$ cat config.mk
export PLATFORM = sky130hd
export DESIGN_NAME = fir_interpolator
export DESIGN_NICKNAME = d
export VERILOG_FILES = /design/src/rtl/fir_interpolator.sv
export SDC_FILE = /design/constraint.sdc
export NUM_CORES = 1
export LEC_CHECK = 0
export CAP_MARGIN = 10
export CORE_ASPECT_RATIO = 1.75
export CORE_MARGIN = 3
export CORE_UTILIZATION = 35
export CTS_BUF_LIST = sky130_fd_sc_hd__clkbuf_8
export DETAILED_ROUTE_END_ITERATION = 7
export HOLD_SLACK_MARGIN = 0.02
export REMOVE_ABC_BUFFERS = 1
export SETUP_SLACK_MARGIN = 0.4
export SLEW_MARGIN = 10
export SYNTH_ARGS = -nofsm -noshare
export SYNTH_HDL_FRONTEND = slang
export SYNTH_SLANG_ARGS = --single-unit
$ cat constraint.sdc
create_clock -name clk_in -period 6 [get_ports clk_in]
set_input_delay 0.9 -clock clk_in [delete_from_list [all_inputs] [get_ports clk_in]]
set_output_delay 0.9 -clock clk_in [all_outputs]
set_load 0.02 [all_outputs]
$ cat src/rtl/fir_interpolator.sv
// Polyphase interpolating FIR: each accepted sample yields L filtered outputs, one MAC per cycle.
// Coefficients come from the COEFFS parameter, h[i] at bits [i*COEF_WIDTH +: COEF_WIDTH].
module fir_interpolator #(
    parameter int unsigned WIDTH      = 8,
    parameter int unsigned L          = 4,
    parameter int unsigned TAPS       = 32,
    parameter int unsigned COEF_WIDTH = 16,
    parameter int unsigned FRAC       = 14,
    // Default prototype: triangular kernel of length 2L-1, i.e. linear interpolation.
    parameter logic [TAPS*COEF_WIDTH-1:0] COEFFS = {
        {25{16'h0000}},
        16'h1000, 16'h2000, 16'h3000, 16'h4000, 16'h3000, 16'h2000, 16'h1000
    }
) (
    input  logic                    clk_in,
    input  logic                    rst_n_in,
    input  logic signed [WIDTH-1:0] audio_in,
    input  logic                    valid_in,
    output logic                    ready_out,
    output logic signed [WIDTH-1:0] audio_out,
    output logic                    valid_out,
    input  logic                    ready_in
);

    localparam int unsigned N     = TAPS / L;
    localparam int unsigned ACC_W = WIDTH + COEF_WIDTH + $clog2(N);
    localparam int unsigned KW    = (N > 1) ? $clog2(N) : 1;
    localparam int unsigned PW    = (L > 1) ? $clog2(L) : 1;
    localparam int unsigned TW    = (TAPS > 1) ? $clog2(TAPS) : 1;

    localparam logic signed [ACC_W-1:0] HALF   = ACC_W'(1 << (FRAC - 1));
    localparam logic signed [ACC_W-1:0] SAT_HI = ACC_W'((1 << (WIDTH - 1)) - 1);
    localparam logic signed [ACC_W-1:0] SAT_LO = ~SAT_HI;

    typedef enum logic [1:0] {StIdle, StMac, StRound, StEmit} state_e;

    state_e                         state_q, state_d;
    logic        [PW-1:0]           p_q, p_d;
    logic        [KW-1:0]           k_q, k_d;
    logic signed [ACC_W-1:0]        acc_q, acc_d;
    logic signed [WIDTH-1:0]        dl_q [N];
    logic signed [WIDTH-1:0]        dl_d [N];
    logic signed [WIDTH-1:0]        audio_q, audio_d;
    logic                           valid_q, valid_d;

    logic signed [COEF_WIDTH-1:0]   h [TAPS];
    logic        [TW-1:0]           tap_idx;
    logic signed [COEF_WIDTH-1:0]   coef;
    logic signed [WIDTH+COEF_WIDTH-1:0] prod;
    logic signed [ACC_W-1:0]        biased;
    logic signed [ACC_W-1:0]        shifted;
    logic signed [WIDTH-1:0]        sat_val;

    for (genvar i = 0; i < TAPS; i++) begin : g_coef
        assign h[i] = COEFFS[i*COEF_WIDTH +: COEF_WIDTH];
    end

    assign tap_idx = TW'(k_q * L + p_q);
    assign coef    = h[tap_idx];
    assign prod    = coef * dl_q[k_q];

    // Round half-up, then arithmetic shift and clamp to the output range.
    assign biased  = acc_q + HALF;
    assign shifted = biased >>> FRAC;

    always_comb begin
        sat_val = shifted[WIDTH-1:0];
        if (shifted > SAT_HI) begin
            sat_val = SAT_HI[WIDTH-1:0];
        end else if (shifted < SAT_LO) begin
            sat_val = SAT_LO[WIDTH-1:0];
        end
    end

    always_comb begin
        state_d = state_q;
        p_d     = p_q;
        k_d     = k_q;
        acc_d   = acc_q;
        audio_d = audio_q;
        valid_d = valid_q;
        for (int i = 0; i < N; i++) begin
            dl_d[i] = dl_q[i];
        end

        unique case (state_q)
            StIdle: begin
                if (valid_in) begin
                    for (int i = N - 1; i > 0; i--) begin
                        dl_d[i] = dl_q[i-1];
                    end
                    dl_d[0] = audio_in;
                    p_d     = '0;
                    k_d     = '0;
                    acc_d   = '0;
                    state_d = StMac;
                end
            end
            StMac: begin
                acc_d = acc_q + ACC_W'(prod);
                if (k_q == KW'(N - 1)) begin
                    state_d = StRound;
                end else begin
                    k_d = k_q + 1'b1;
                end
            end
            StRound: begin
                audio_d = sat_val;
                valid_d = 1'b1;
                state_d = StEmit;
            end
            StEmit: begin
                if (ready_in) begin
                    valid_d = 1'b0;
                    if (p_q == PW'(L - 1)) begin
                        p_d     = '0;
                        state_d = StIdle;
                    end else begin
                        p_d     = p_q + 1'b1;
                        k_d     = '0;
                        acc_d   = '0;
                        state_d = StMac;
                    end
                end
            end
            default: state_d = StIdle;
        endcase
    end

    always_ff @(posedge clk_in or negedge rst_n_in) begin
        if (!rst_n_in) begin
            state_q <= StIdle;
            p_q     <= '0;
            k_q     <= '0;
            acc_q   <= '0;
            audio_q <= '0;
            valid_q <= 1'b0;
            for (int i = 0; i < N; i++) begin
                dl_q[i] <= '0;
            end
        end else begin
            state_q <= state_d;
            p_q     <= p_d;
            k_q     <= k_d;
            acc_q   <= acc_d;
            audio_q <= audio_d;
            valid_q <= valid_d;
            for (int i = 0; i < N; i++) begin
                dl_q[i] <= dl_d[i];
            end
        end
    end

    assign ready_out = (state_q == StIdle);
    assign audio_out = audio_q;
    assign valid_out = valid_q;

endmodule
==> results of run 1 <==
[flip-flops by register name (all words and copies together) (netlist names)]
signal	count
valid_out	1
acc_q	20
k_q	3
p_q	2
dl_q	36
state_q	2
audio_out	8
[per-stage QoR]
| stage | setup slack, ps | util [%] | hold WS, ps |
|---|---|---|---|
| floorplan | 375 | - | 455 |
| global placement | 563 | 38.5 | 471 |
| detailed placement | 357 | 38.5 | 483 |
| CTS | 419 | 39.9 | 505 |
| global route | 422 | 40.1 | 525 |
| finish | 669 | 40.1 | 498 |
[cells by family (layout without fill, tap and decap cells)]
kind of cell,Yosys count,in the layout,share of synthesized area [%]
AND/OR/NAND/NOR,115,115,10.6
adder cells (fa/ha/maj),103,103,25.2
AO/OA/AOI/OAI,99,99,12.9
flip-flops,72,72,31.6
buffers and inverters,63,94,4.21
multiplexers,48,48,11.5
XOR/XNOR,26,26,3.99
[final cells by class]
type                            count  area [µm²]
Multi-Input combinational cell    391        3680
Inverter                           46         173
Timing Repair Buffer               32         288
Fill cell                        1499        9560
Clock inverter                      7        83.8
Tap cell                          189         236
Clock buffer                        9         124
Sequential cell                    72        1800
[cell usage after synthesis, types with 3 or more instances]
library cell | count | area share (%)
and2_1 | 16 | 1.8
nor2_1 | 16 | 1.1
clkbuf_1 | 14 | 0.92
ha_1 | 83 | 18
nand3_1 | 13 | 1.1
o22ai_1 | 3 | 0.33
nand4_1 | 6 | 0.66
o31ai_1 | 4 | 0.53
a21o_1 | 10 | 1.3
dfrtp_1 | 72 | 32
xnor2_1 | 17 | 2.6
o221ai_1 | 6 | 0.92
nand2b_1 | 4 | 0.44
nand2_1 | 38 | 2.5
a22o_1 | 5 | 0.77
o21ai_1 | 3 | 0.26
inv_1 | 45 | 3.0
a21oi_1 | 16 | 1.4
mux2_2 | 38 | 7.5
a211oi_1 | 5 | 0.66
buf_2 | 3 | 0.26
o211ai_1 | 4 | 0.53
xor2_1 | 9 | 1.4
o21ai_0 | 20 | 1.8
nor3_1 | 4 | 0.35
mux4_2 | 9 | 3.6
a31oi_1 | 3 | 0.33
nor2b_1 | 4 | 0.44
fa_1 | 20 | 7.0
[what timing repair did]
| item | CTS | global route |
|---|---|---|
| endpoints found under the hold margin | 0 | 0 |
| buffers inserted | 0 | 2 |
| pin swaps | 0 | 1 |
| endpoints found under the setup margin | 2 | 6 |
| gates resized for setup | 1 | 3 |
[critical path, delay by kind of cell, from the launching register on]
kind,cells,cell delay [ps]
fa+ha+maj,6,2700
mux,1,560
buf+inv,2,110
simple gates,1,190
compound gates,6,1130
flops,1,540
[per-layer routing]
metal  vias up  wire [µm]
li1       1953          -
met1      2004       4560
met2        73       7050
met3        22        315
met4         0        391
met5         -          0
[final timing paths]
| check | endpoint | slack (ps) | cells past startpoint |
|---|---|---|---|
| worst max-delay path | acc_q[23]$_DFFE_PN0P_ | 670 | 16 |
| worst min-delay path | acc_q[11]$_DFFE_PN0P_ | 500 | 2 |
| worst max register to register | acc_q[23]$_DFFE_PN0P_ | 670 | 16 |
| worst min register to register | acc_q[11]$_DFFE_PN0P_ | 500 | 2 |
| max in group asynchronous | k_q[0]$_DFFE_PN0P_ | 4590 | 2 |
| min in group asynchronous | audio_out[0]$_DFFE_PN0P_ | 750 | 2 |
==> summary.txt, run 1 <==
Status
  • Status: finished clean

Global route
  • Met3 Use GR: ~2.1%
  • GR Layer Usage met1: around 16%
  • First-pass GRT wire length: ~21 mm
  • Busiest layer in global routing: met2
  • Grt met2 use: approximately 28%
  • GRT Overall Usage: between 10% and 20%
  • Via count of the first global-routing pass: around 4400
  • Largest net degree at the start of global routing: 73
  • Initial antenna violation count: 0
  • Grt total ovfl: 0

Clock tree
  • CTS clock-pin slew for the worst setup and hold paths: roughly 90 ps
  • # hold bufs at CTS: 0
  • Maximum level of the CTS H-tree: 3
  • Clk Latency, worst-skew pair: roughly 360 ps
  • CTS max path bufs: 2
  • CTS Buf Count: 9
  • CTS tree: done
  • Clk sink count: 72
  • CTS Root Cell: clkbuf_8

Detailed routing
  • Vias/cell: ~5.4
  • DRC viols: 0
  • Drt total wl: about 12 mm
  • DR pass1 iterations: 4
  • Via Count: roughly 4100
  • DR WL/cell: between 15 and 20 µm
  • Detail Route Antenna Nets: 0
  • Iter 0 DRT Violations: 169

Placement
  • Post-Place Cells: approximately 730
  • Hpwl dp: a little under 10 mm
  • Routability cong.: slightly above 0.9
  • IO buf count: 21
  • Area post-placement: 6140 µm²

Cells and area
  • Ant. Diodes: 0
  • Commonest non-fill, non-tap cell in the layout: ha_1
  • Final instance area: 6390 µm²
  • Share of cells above drive strength 1: 16.9%
  • Post-layout net count: between 600 and 700
  • Area growth syn-to-layout: 12.1%
  • Final std cells w/o fill: roughly 750
  • Commonest non-fill, non-tap cells in the layout: 83 x ha_1, 71 x dfrtp_1, 45 x inv_1

Logic synthesis
  • Synth Instances: ~530
  • Share of synthesized flip-flops with an asynchronous set or reset: 100%
  • Seq cells post-synth: 72
  • Cell Area, Synth: approximately 5700 µm²
  • Syn. warnings: 0
  • Post-synth EDFFs: 0
  • Distinct cells, synth: around 60
  • Post-synth top flop: dfrtp_1
  • Seq/Total Area, Yosys: between 30% and 40%
  • Synthesized area per cell: around 11 µm²

Worst hold path
  • Worst hold-check path type: reg -> reg
  • Worst Hold Launch: acc_q[11]$_DFFE_PN0P_

Die
  • Die area: 17900 µm²
  • Die Wd: around 100 µm
  • Boundary Pins: 22
  • Die Y: 175 µm
  • CORE AREA: around 16000 µm²
  • Standard-cell rows: between 60 and 70
  • Starting Density: between 30% and 40%

Worst setup path
  • CP most frequent cell: fa_1
  • Crit-path cells: mux4_2 > and2_1 > fa_1 > inv_1 > fa_1 > inv_1 > fa_1 > fa_1 > ha_1 > ha_1 > a21o_1 > a21o_1 > a21o_1 > a32oi_2 > a21oi_1 > o22ai_1
  • Reg2reg start: k_q[0]$_DFFE_PN0P_
  • Critical Path RT: 6270 ps
  • CP startpoint kind: flip-flop
  • Crit path max fanout: 10
  • CP Capture Type: flip-flop
  • CP max stage delay: between 500 and 600 ps
  • Crit path kind: reg -> reg
  • CP max stage cell: mux4_2
  • Arrival @ worst endpoint: 5600 ps
  • CP Launch Point: k_q[0]$_DFFE_PN0P_

Timing
  • Worst Tran Pin Value: 943 ps
  • Final setup fails: 0
  • Final Critical Period: about 5300 ps
  • Fin. max-slew vios: 0
  • Unrepaired setup endpoints after global routing: false
  • Fmax: between 150 and 200 MHz
  • Setup Skew: 16.8 ps
  • Slew headroom: 37.1%
  • Final Hold Viols: 0
  • Final period utilization: 88.8%
  • Setup TNS: 0 ps

Flow run
  • Number of max-cap violations: 0
Power of run 1 is left out: the tool's default activity adds up to more than one toggle a clock period on the data nets, which glitch-free logic cannot reach.
==> run 2, diff against run 1 <==
--- a/config.mk
+++ b/config.mk
@@ -5,13 +5,13 @@
 export SDC_FILE = /design/constraint.sdc
 export NUM_CORES = 1
 export LEC_CHECK = 0
-export CAP_MARGIN = 10
 export CORE_ASPECT_RATIO = 1.75
 export CORE_MARGIN = 3
 export CORE_UTILIZATION = 35
 export CTS_BUF_LIST = sky130_fd_sc_hd__clkbuf_8
 export DETAILED_ROUTE_END_ITERATION = 7
 export HOLD_SLACK_MARGIN = 0.02
+export PLACE_DENSITY_LB_ADDON = 0.25
 export REMOVE_ABC_BUFFERS = 1
 export SETUP_SLACK_MARGIN = 0.4
 export SLEW_MARGIN = 10
==> run 2 against run 1 <==
- first-iteration DRC count fell by 25%
- setup slack improved by 2.5 ps
- largest cell class unchanged
- utilization decreased by 0.086 points
- non-clock buffer count is 2 lower
- sequential share of layout area barely moved
- register-to-register slack barely moved
- design area fell by 0.22%
- wire length fell by 2.1%
- fmax hardly changed
- final cell count shrank 0.27%
- global-route usage down 0.15 points
==> summary.txt, run 2 (synthesis gave the netlist of run 1 again) <==
Status
  • Status: finished clean

Worst setup path
  • Critical Path RT: 6270 ps (about the same)
  • Crit path kind: reg -> reg
  • CP startpoint kind: flip-flop
  • CP max stage cell: mux4_2
  • CP max stage delay: 570 ps (about the same)
  • Crit-path cells: mux4_2 > and2_1 > fa_1 > inv_1 > fa_1 > inv_1 > fa_1 > fa_1 > ha_1 > ha_1 > a21o_1 > a21o_1 > a21o_1 > a311o_1 > a32o_1
  • CP most frequent cell: fa_1
  • Crit path max fanout: 7 (-3)
  • CP Capture Type: flip-flop
  • Arrival @ worst endpoint: 5590 ps (about the same)

Detailed routing
  • DR WL/cell: 16.2 µm (-1.8%)
  • Iter 0 DRT Violations: 127 (-25%)
  • Vias/cell: 5.36 (-1.3%)
  • Drt total wl: 12.1 mm (-2.1%)
  • DRC viols: 0 (unchanged)
  • Detail Route Antenna Nets: 0 (unchanged)
  • DR pass1 iterations: 5 (+1)
  • Via Count: 3987 (-1.6%)

Clock tree
  • CTS tree: done
  • Maximum level of the CTS H-tree: 3 (unchanged)
  • CTS Buf Count: 9 (unchanged)
  • CTS clock-pin slew for the worst setup and hold paths: 90 ps (about the same)
  • Clk Latency, worst-skew pair: 380 ps (+20 ps)
  • CTS Root Cell: clkbuf_8
  • # hold bufs at CTS: 0 (unchanged)
  • Post-CTS setup buffers: 0 (unchanged)
  • Clk sink count: 72 (unchanged)
  • CTS max path bufs: 2 (unchanged)

Timing
  • Final period utilization: 88.8% (about the same)
  • Setup TNS: 0 ps (unchanged)
  • Slew headroom: 37.8% (+0.64 points)
  • Setup Skew: 15.0 ps (-1.75 ps)
  • Worst Tran Pin Value: 934 ps (-9.58 ps)
  • Fin. max-slew vios: 0 (unchanged)
  • Final Critical Period: 5330 ps (-2.48 ps)
  • Fmax: 188 MHz (about the same)
  • Final Hold Viols: 0 (unchanged)
  • Final setup fails: 0 (unchanged)
  • Unrepaired setup endpoints after global routing: true

Cells and area
  • Area growth syn-to-layout: 11.9%
  • Top reg by flops: dl_q
  • Ant. Diodes: 0 (unchanged)
  • Share of cells above drive strength 1: 16.4% (-0.48 points)
  • Commonest non-fill, non-tap cells in the layout: 83 x ha_1, 72 x dfrtp_1, 45 x inv_1
  • Max reg flops: 36 (unchanged)
  • Commonest non-fill, non-tap cell in the layout: ha_1
  • Post-layout net count: 665 (-0.30%)

Worst hold path
  • Worst hold-check path type: reg -> reg

Placement
  • Routability cong.: 0.898 (-4.0%)
  • Hpwl dp: 9.48 mm (-1.9%)
  • IO buf count: 21 (unchanged)

Die
  • Die area: 17900 µm² (unchanged)
  • Starting Density: 35.7% (unchanged)
  • Boundary Pins: 22 (unchanged)
  • Standard-cell rows: 61 (unchanged)
  • Die Y: 175 µm (unchanged)
  • Die Wd: 102 µm (unchanged)
  • CORE AREA: 16000 µm² (unchanged)

Global route
  • Largest net degree at the start of global routing: 73 (unchanged)
  • Via count of the first global-routing pass: 4403 (-0.81%)
  • GRT Overall Usage: 14.9% (-0.15 points)
  • Grt total ovfl: 0 (unchanged)
  • Initial antenna violation count: 0 (unchanged)
  • First-pass GRT wire length: 21.1 mm (-0.94%)

Flow run
  • Number of max-cap violations: 0 (unchanged)
-- run 2: changes by cell type in the layout (fill, tap and decap cells not counted) --
cell,previous run,this run
a2111oi_4,1,0
a32oi_2,1,0
buf_2,1,0
a2111oi_2,1,2
inv_8,1,2
a32oi_4,1,2
buf_4,11,10
dfrtp_1,71,72
clkinvlp_4,1,2
inv_6,4,2
dfrtp_2,1,0
-- run 2: final timing paths --
path / start / cells past startpoint / slack, ps / to
hold reg to reg: acc_q[9]$_DFFE_PN0P_ / 2 / 500 / acc_q[9]$_DFFE_PN0P_
max in group asynchronous: rst_n_in / 1 / 4730 / acc_q[8]$_DFFE_PN0P_
hold / removal: acc_q[9]$_DFFE_PN0P_ / 2 / 500 / acc_q[9]$_DFFE_PN0P_
min in group asynchronous: rst_n_in / 1 / 650 / dl_q[60]$_DFFE_PN0P_
setup reg to reg: k_q[0]$_DFFE_PN0P_ / 15 / 670 / acc_q[21]$_DFFE_PN0P_
setup / recovery: k_q[0]$_DFFE_PN0P_ / 15 / 670 / acc_q[21]$_DFFE_PN0P_
-- run 2: final cells by class --
class	instances	area [µm²]
Tap cell	189	236
Sequential cell	72	1800
Inverter	46	173
Clock inverter	7	85.1
Multi-Input combinational cell	391	3680
Timing Repair Buffer	30	275
Clock buffer	9	124
Fill cell	1526	9570
-- run 2: worst max-delay path, delay by kind of cell, from the launching register on --
family          cells  cell delay, ps
compound gates      5            1110
fa+ha+maj           6            2710
buf+inv             2             110
flops               1             520
mux                 1             570
simple gates        1             190
-- run 2: per-stage QoR --
stage | instance area, µm² | util, % | std cells | setup WS, ps | hold slack (ps)
after detailed placement | 6150 | 38.5 | 728 | 678 | 482
after floorplan | 5630 | - | 509 | 375 | 455
after CTS | 6350 | 39.8 | 744 | 654 | 503
after global placement | 6150 | 38.5 | 728 | 733 | 472
after global routing | 6380 | 40.0 | 744 | 405 | 524
final | 6380 | 40.0 | 744 | 672 | 497
-- run 2: repair_timing --
item,4_1_cts,5_1_grt
endpoints found under the setup margin,0,4
resized for setup,0,3
endpoints found under the hold margin,0,0
-- run 2: layer usage --
| metal | track usage (%) | vias to the layer above | wire, µm |
|---|---|---|---|
| met3 | 2.04 | 18 | 257 |
| met1 | 16.0 | 1976 | 4520 |
| met4 | 7.06 | 0 | 380 |
| li1 | - | 1946 | - |
| met5 | 0 | - | 0 |
| met2 | 27.7 | 47 | 6900 |
Power of run 2 is left out for the same reason.
